===== src/rtl/turbo_codec_scheduler.sv =====
// Purpose: round-robin share of one turbo codec between an encode and a decode job queue.
// Latency: encode BLOCK_LEN+1+codec latency, decode 2+codec latency, accept to rsp_valid.
// Backpressure: one job in flight; req_ready only in IDLE; response held until rsp_ready.
//
// Ports:
//   clk, rst_n                      clock, async active-low reset
//   enc_req_valid/_data/_ready      encode job handshake (data bit 0 goes out first)
//   dec_req_valid/_sym/_ready       decode job handshake ({parity2, parity1, systematic})
//   codec_start/_mode/_data/_sym    serial drive into the codec
//   codec_valid/_enc/_dec           codec result strobe and payload
//   rsp_valid/_src/_data/_timeout   response (src 0 = encode, 1 = decode), rsp_ready accepts
//   busy                            FSM is not in IDLE
module turbo_codec_scheduler #(
    parameter int BLOCK_LEN = 8,
    parameter int TIMEOUT   = 64
) (
    input  logic                 clk,
    input  logic                 rst_n,
    input  logic                 enc_req_valid,
    input  logic [BLOCK_LEN-1:0] enc_req_data,
    output logic                 enc_req_ready,
    input  logic                 dec_req_valid,
    input  logic [2:0]           dec_req_sym,
    output logic                 dec_req_ready,
    output logic                 codec_start,
    output logic                 codec_mode,
    output logic                 codec_data,
    output logic [2:0]           codec_sym,
    input  logic                 codec_valid,
    input  logic [2:0]           codec_enc,
    input  logic                 codec_dec,
    output logic                 rsp_valid,
    output logic                 rsp_src,
    output logic [2:0]           rsp_data,
    output logic                 rsp_timeout,
    input  logic                 rsp_ready,
    output logic                 busy
);

    localparam int CNT_W = (BLOCK_LEN > 1) ? $clog2(BLOCK_LEN) : 1;
    localparam int TMR_W = $clog2(TIMEOUT + 1);

    localparam logic [2:0] IDLE      = 3'd0;
    localparam logic [2:0] ENC_FEED  = 3'd1;
    localparam logic [2:0] DEC_ISSUE = 3'd2;
    localparam logic [2:0] WAIT      = 3'd3;
    localparam logic [2:0] RESP      = 3'd4;

    logic [2:0]           state;
    logic                 last_grant;   // 0 = encode won last, 1 = decode won last
    logic [BLOCK_LEN-1:0] shreg;
    logic [CNT_W-1:0]     bit_cnt;
    logic [TMR_W-1:0]     timer;
    logic [2:0]           sym_q;
    logic                 grant_enc;
    logic                 grant_dec;

    // On a tie the side that did not win last time gets the codec.
    assign grant_enc = enc_req_valid && (!dec_req_valid || last_grant);
    assign grant_dec = dec_req_valid && (!enc_req_valid || !last_grant);

    // Gated by rst_n so every output reads 0 while reset is held, even with requests pending.
    assign enc_req_ready = rst_n && (state == IDLE) && grant_enc;
    assign dec_req_ready = rst_n && (state == IDLE) && grant_dec;

    assign codec_start = (state == ENC_FEED) || (state == DEC_ISSUE);
    assign codec_data  = (state == ENC_FEED) && shreg[0];
    assign codec_sym   = (state == DEC_ISSUE) ? sym_q : 3'b000;
    assign rsp_valid   = (state == RESP);
    assign busy        = (state != IDLE);

    always_ff @(posedge clk or negedge rst_n) begin
        if (!rst_n) begin
            state       <= IDLE;
            last_grant  <= 1'b1;
            shreg       <= '0;
            bit_cnt     <= '0;
            timer       <= '0;
            sym_q       <= 3'b000;
            codec_mode  <= 1'b0;
            rsp_src     <= 1'b0;
            rsp_data    <= 3'b000;
            rsp_timeout <= 1'b0;
        end else begin
            case (state)
                IDLE: begin
                    if (enc_req_valid && enc_req_ready) begin
                        shreg      <= enc_req_data;
                        bit_cnt    <= '0;
                        codec_mode <= 1'b1;
                        rsp_src    <= 1'b0;
                        last_grant <= 1'b0;
                        state      <= ENC_FEED;
                    end else if (dec_req_valid && dec_req_ready) begin
                        sym_q      <= dec_req_sym;
                        codec_mode <= 1'b0;
                        rsp_src    <= 1'b1;
                        last_grant <= 1'b1;
                        state      <= DEC_ISSUE;
                    end
                end
                ENC_FEED: begin
                    shreg   <= {1'b0, shreg[BLOCK_LEN-1:1]};
                    bit_cnt <= bit_cnt + 1'b1;
                    if (bit_cnt == CNT_W'(BLOCK_LEN - 1)) begin
                        timer <= '0;
                        state <= WAIT;
                    end
                end
                DEC_ISSUE: begin
                    timer <= '0;
                    state <= WAIT;
                end
                WAIT: begin
                    // A result on the expiry cycle still counts as a result.
                    if (codec_valid) begin
                        rsp_data    <= codec_mode ? codec_enc : {2'b00, codec_dec};
                        rsp_timeout <= 1'b0;
                        state       <= RESP;
                    end else if (timer == TMR_W'(TIMEOUT - 1)) begin
                        rsp_data    <= 3'b000;
                        rsp_timeout <= 1'b1;
                        state       <= RESP;
                    end else begin
                        timer <= timer + 1'b1;
                    end
                end
                RESP: begin
                    if (rsp_ready) begin
                        state <= IDLE;
                    end
                end
                default: state <= IDLE;
            endcase
        end
    end

endmodule


===== config.mk =====
export PLATFORM = sky130hd
export DESIGN_NAME = turbo_codec_scheduler
export DESIGN_NICKNAME = d
export VERILOG_FILES = /design/src/rtl/turbo_codec_scheduler.sv
export SDC_FILE = /design/constraint.sdc
export NUM_CORES = 1
export LEC_CHECK = 0
export BUFFER_PORTS_ARGS = -buffer_cell sky130_fd_sc_hd__buf_4
export CAP_MARGIN = 10
export CORE_MARGIN = 2
export CORE_UTILIZATION = 55
export CTS_BUF_LIST = sky130_fd_sc_hd__clkbuf_16
export DETAILED_ROUTE_END_ITERATION = 6
export PLACE_DENSITY = 0.81
export SYNTH_ARGS = -nofsm -noshare
export SYNTH_HDL_FRONTEND = slang
export SYNTH_SLANG_ARGS = --single-unit
export TNS_END_PERCENT = 30

===== constraint.sdc =====
create_clock -name clk -period 4 [get_ports clk]
set_clock_uncertainty 0.05 [all_clocks]
set_input_delay 0.4 -clock clk [delete_from_list [all_inputs] [get_ports clk]]
set_output_delay 0.4 -clock clk [all_outputs]
set_load 0.01 [all_outputs]

==> metrics.log <==
[metrics] x dimension of the die: 57.6 um
[metrics] simple-gate portion of the synthesized area: 0.196
[metrics] power per cell area: approximately 730 nW/um2
[metrics] Core Rows: 19
[metrics] starting density of the core: 0.578
[metrics] EDFF count, synth: 0
[metrics] Final Wtd Congestion: 0.786
[metrics] hold_buf cts: 0
[metrics] DRT iter0 DRCs: 55
[metrics] commonest non-fill, non-tap cell in the layout: buf_4
[metrics] required time of the critical path: 3.55 ns
[metrics] max-cap violations: 0
[metrics] smallest hold slack: 0.0000354 ns
[metrics] delay contributed by the slowest stage of the critical path: 0.57 ns
[metrics] number of nets with antenna violations after routing: 0
[metrics] final total power: about 1.5 mW
[metrics] Lkg Pwr: 0.986 nW
[metrics] pin slew with the least headroom to its limit: 0.550 ns
[metrics] Clock Pin Slew Worst Setup and Hold Paths: 0.05 ns
[metrics] Layout fillers: 191
[metrics] clock latency on the worst-skew pair: ~0.28 ns
[metrics] mapped cell area: 1580 um2
[metrics] first-pass detailed-route iteration total: 4
[metrics] largest net degree at the start of global routing: 34
[metrics] nets in the synthesized netlist: 171
[metrics] number of buffers added by the clock tree synthesis step: 5
[metrics] critical path peak fanout: 17
[metrics] CP top delay family: simple AND/OR/NAND/NOR gates
[metrics] worst supply voltage drop on vdd: 0.616 mV
[metrics] vias after detailed routing: 1280
[metrics] Tightest Hold Check Type: in -> async
[metrics] clock tree from TritonCTS: done
[metrics] top library cells by usage in the layout, fill and taps aside: buf_4, dfrtp_1, a21oi_1, nor2_1, nand2_1
[metrics] Inserted Diodes: 0
[metrics] Netlist cell types: 45
[metrics] global-route wire length before repair: 5670 um
[metrics] area of all placed cells without fillers: between 1500 and 2000 um2
[metrics] number of synthesized register bits: 31
[metrics] overflow left after global routing: 0
[metrics] worst path bufs/invs: 1
[metrics] kind of capture point of the worst setup path: output port
[metrics] count of final hold-check violations: 0
[metrics] Post-Synthesis Mean Instance Area: 10.7 um2
[metrics] area share of xor/xnor cells in the synthesized design: 0.00555
[metrics] post-synthesis mux area share: 0.0935
[metrics] GRT busiest layer: met2
[metrics] via density per instance: 5.93
[metrics] setup repair after global routing missed its margin: no
[metrics] number of top-level design ports: 36
[metrics] area fraction in compound gates after synthesis: 0.161
[metrics] fraction of the yosys area taken by sequential cells: 0.492
[metrics] met3 usage in global routing: 0.0748
[metrics] routing usage on met2: 0.399
[metrics] core outline area: 2730 um2
[metrics] worst rel slew slack: 0.633
[metrics] master of the slowest instance on the critical path: dfrtp_1
[metrics] CTS sink count: 31
[metrics] largest cells by area after synthesis: dfrtp_1, mux2i_1, a21oi_1
[metrics] maximum root-to-sink buffer count: 2
[metrics] total negative setup slack: 0 ns
[metrics] die height: 57.6 um
[metrics] total wire length: 3240 um
[metrics] Post-synth ARST share: 1.00
[metrics] cells resized by post-CTS repair: 0
[metrics] time the final worst path needs with I/O delays and setup: 2.31 ns
[metrics] achievable frequency: 433 MHz
[metrics] critical path cell sequence: nor4b_4 > nand2_2 > a21oi_4 > buf_4
[metrics] number of design rule violations left after detail routing: 0
[metrics] Placement Setup Slack: 1.79 ns
[metrics] area enclosed by the die boundary: 3320 um2
[metrics] outcome: completed
[metrics] number of H-tree branching levels: 2
[metrics] final number of setup-violating endpoints: 0
[metrics] Total GRT Usage: 0.228
[metrics] top_reg_cell synth: dfrtp_1
[metrics] largest family of logic cells by synthesized area: simple AND/OR/NAND/NOR gates
[metrics] initial antenna violation count: 0
[metrics] Post-Syn Instances: 147
[metrics] number of synthesis warnings: 0
[metrics] final-stage net count: 208
[metrics] post-route fraction of the period consumed by the critical path: 0.578
[metrics] count of input and output buffers: 35
[metrics] buffers inserted by post-CTS timing repair: 0
[metrics] final HPWL from detailed placement: about 2300 um
[metrics] critical path class: reg -> out
[metrics] area growth from synthesis to final layout: 25.7%
[metrics] root cell of the clock tree: clkbuf_16
[metrics] Critical Path Source Type: flip-flop
[metrics] share of final-layout standard cells stronger than drive strength 1: 0.303
[metrics] number of pins with negative max-slew slack in the final report: 0
[metrics] Worst Slack Setup Final: roughly 1.7 ns
[metrics] via count of the first global-routing pass: 1261
[metrics] Routed WL per cell: 15.0 um
[metrics] endpoint arrival time on the critical path: 1.86 ns
[metrics] standard cell area after detailed placement: about 1800 um2
[metrics] met1 usage: 0.257
[metrics] area share of fa/ha/maj cells after synthesis: 0.0238
[metrics] top-area cell type share of the netlist area: 0.475
[metrics] Synth area leader: dfrtp_1
-- sequential cells by signal, summed over array words and instances, names as in the netlist --
register     cells
state            3
rsp_src          1
bit_cnt          3
timer            7
sym_q            3
last_grant       1
rsp_timeout      1
rsp_data         3
codec_mode       1
shreg            8
-- synthesized netlist by cell type (all sizes together), types with 2 or more instances --
cell type  number
dfrtp          30
a21oi          16
nor2           14
nand2          13
mux2i           8
o21ai           8
nand3           7
and2            5
buf             5
mux2            5
a32o            3
ha              3
a22o            2
inv             2
nor2b           2
nor4b           2
or3             2
-- per-stage QoR --
| stage | std cells | util |
|---|---|---|
| floorplan | 147 | - |
| global placement | 208 | 0.674 |
| detailed placement | 208 | 0.674 |
| CTS | 216 | 0.726 |
| global route | 216 | 0.726 |
| finish | 216 | 0.726 |
-- area by class of cell --
type / count / area, um2 / area share
multi-input cells: 109 / 757 / 0.381
clock buffers: 5 / 125 / 0.0631
flip-flops and latches: 31 / 777 / 0.392
repair buffers: 35 / 263 / 0.132
inverters: 2 / 7.51 / 0.00378
well taps: 31 / 38.8 / 0.0195
clock inverters: 3 / 16.3 / 0.00820
-- worst paths after layout --
kind / start / endpoint / slack [ns] / cells after the start
worst max-delay path: state[0] / dec_req_ready / 1.69 / 4
worst min-delay path: rst_n / timer[6] / 0.00004 / 1
worst max register to register: state[0] / timer[0] / 2.09 / 3
worst min register to register: timer[6] / timer[6] / 0.44 / 1
max in group asynchronous: rst_n / last_grant / 3.58 / 1
min in group clk: rsp_ready / state[2] / 0.27 / 2
-- worst register-to-register path: cells and delay by family, from the launching register on --
family	cells	cell delay [ns]
DFF	1	0.68
muxes	1	0.25
and+or+nand+nor	2	0.86
-- routing by layer --
layer	part of all wire	wire, um
met3	0.068	222
met2	0.52	1700
met1	0.39	1270
met4	0.015	49
met5	0	0
-- power breakdown --
group	internal [mW]	leakage [nW]	total [mW]	switching [mW]
clock network	0.226	0.0710	0.354	0.128
registers	0.441	0.382	0.565	0.124
logic	0.270	0.533	0.538	0.268
total	0.937	0.986	1.46	0.519
-- cell families after synthesis --
family / after synthesis
AO/OA/AOI/OAI: 38
XOR/XNOR: 1
adder cells (fa/ha/maj): 3
buffers and inverters: 7
flip-flops: 31
multiplexers: 13
AND/OR/NAND/NOR: 54
Power figures use the tool's default switching activity.
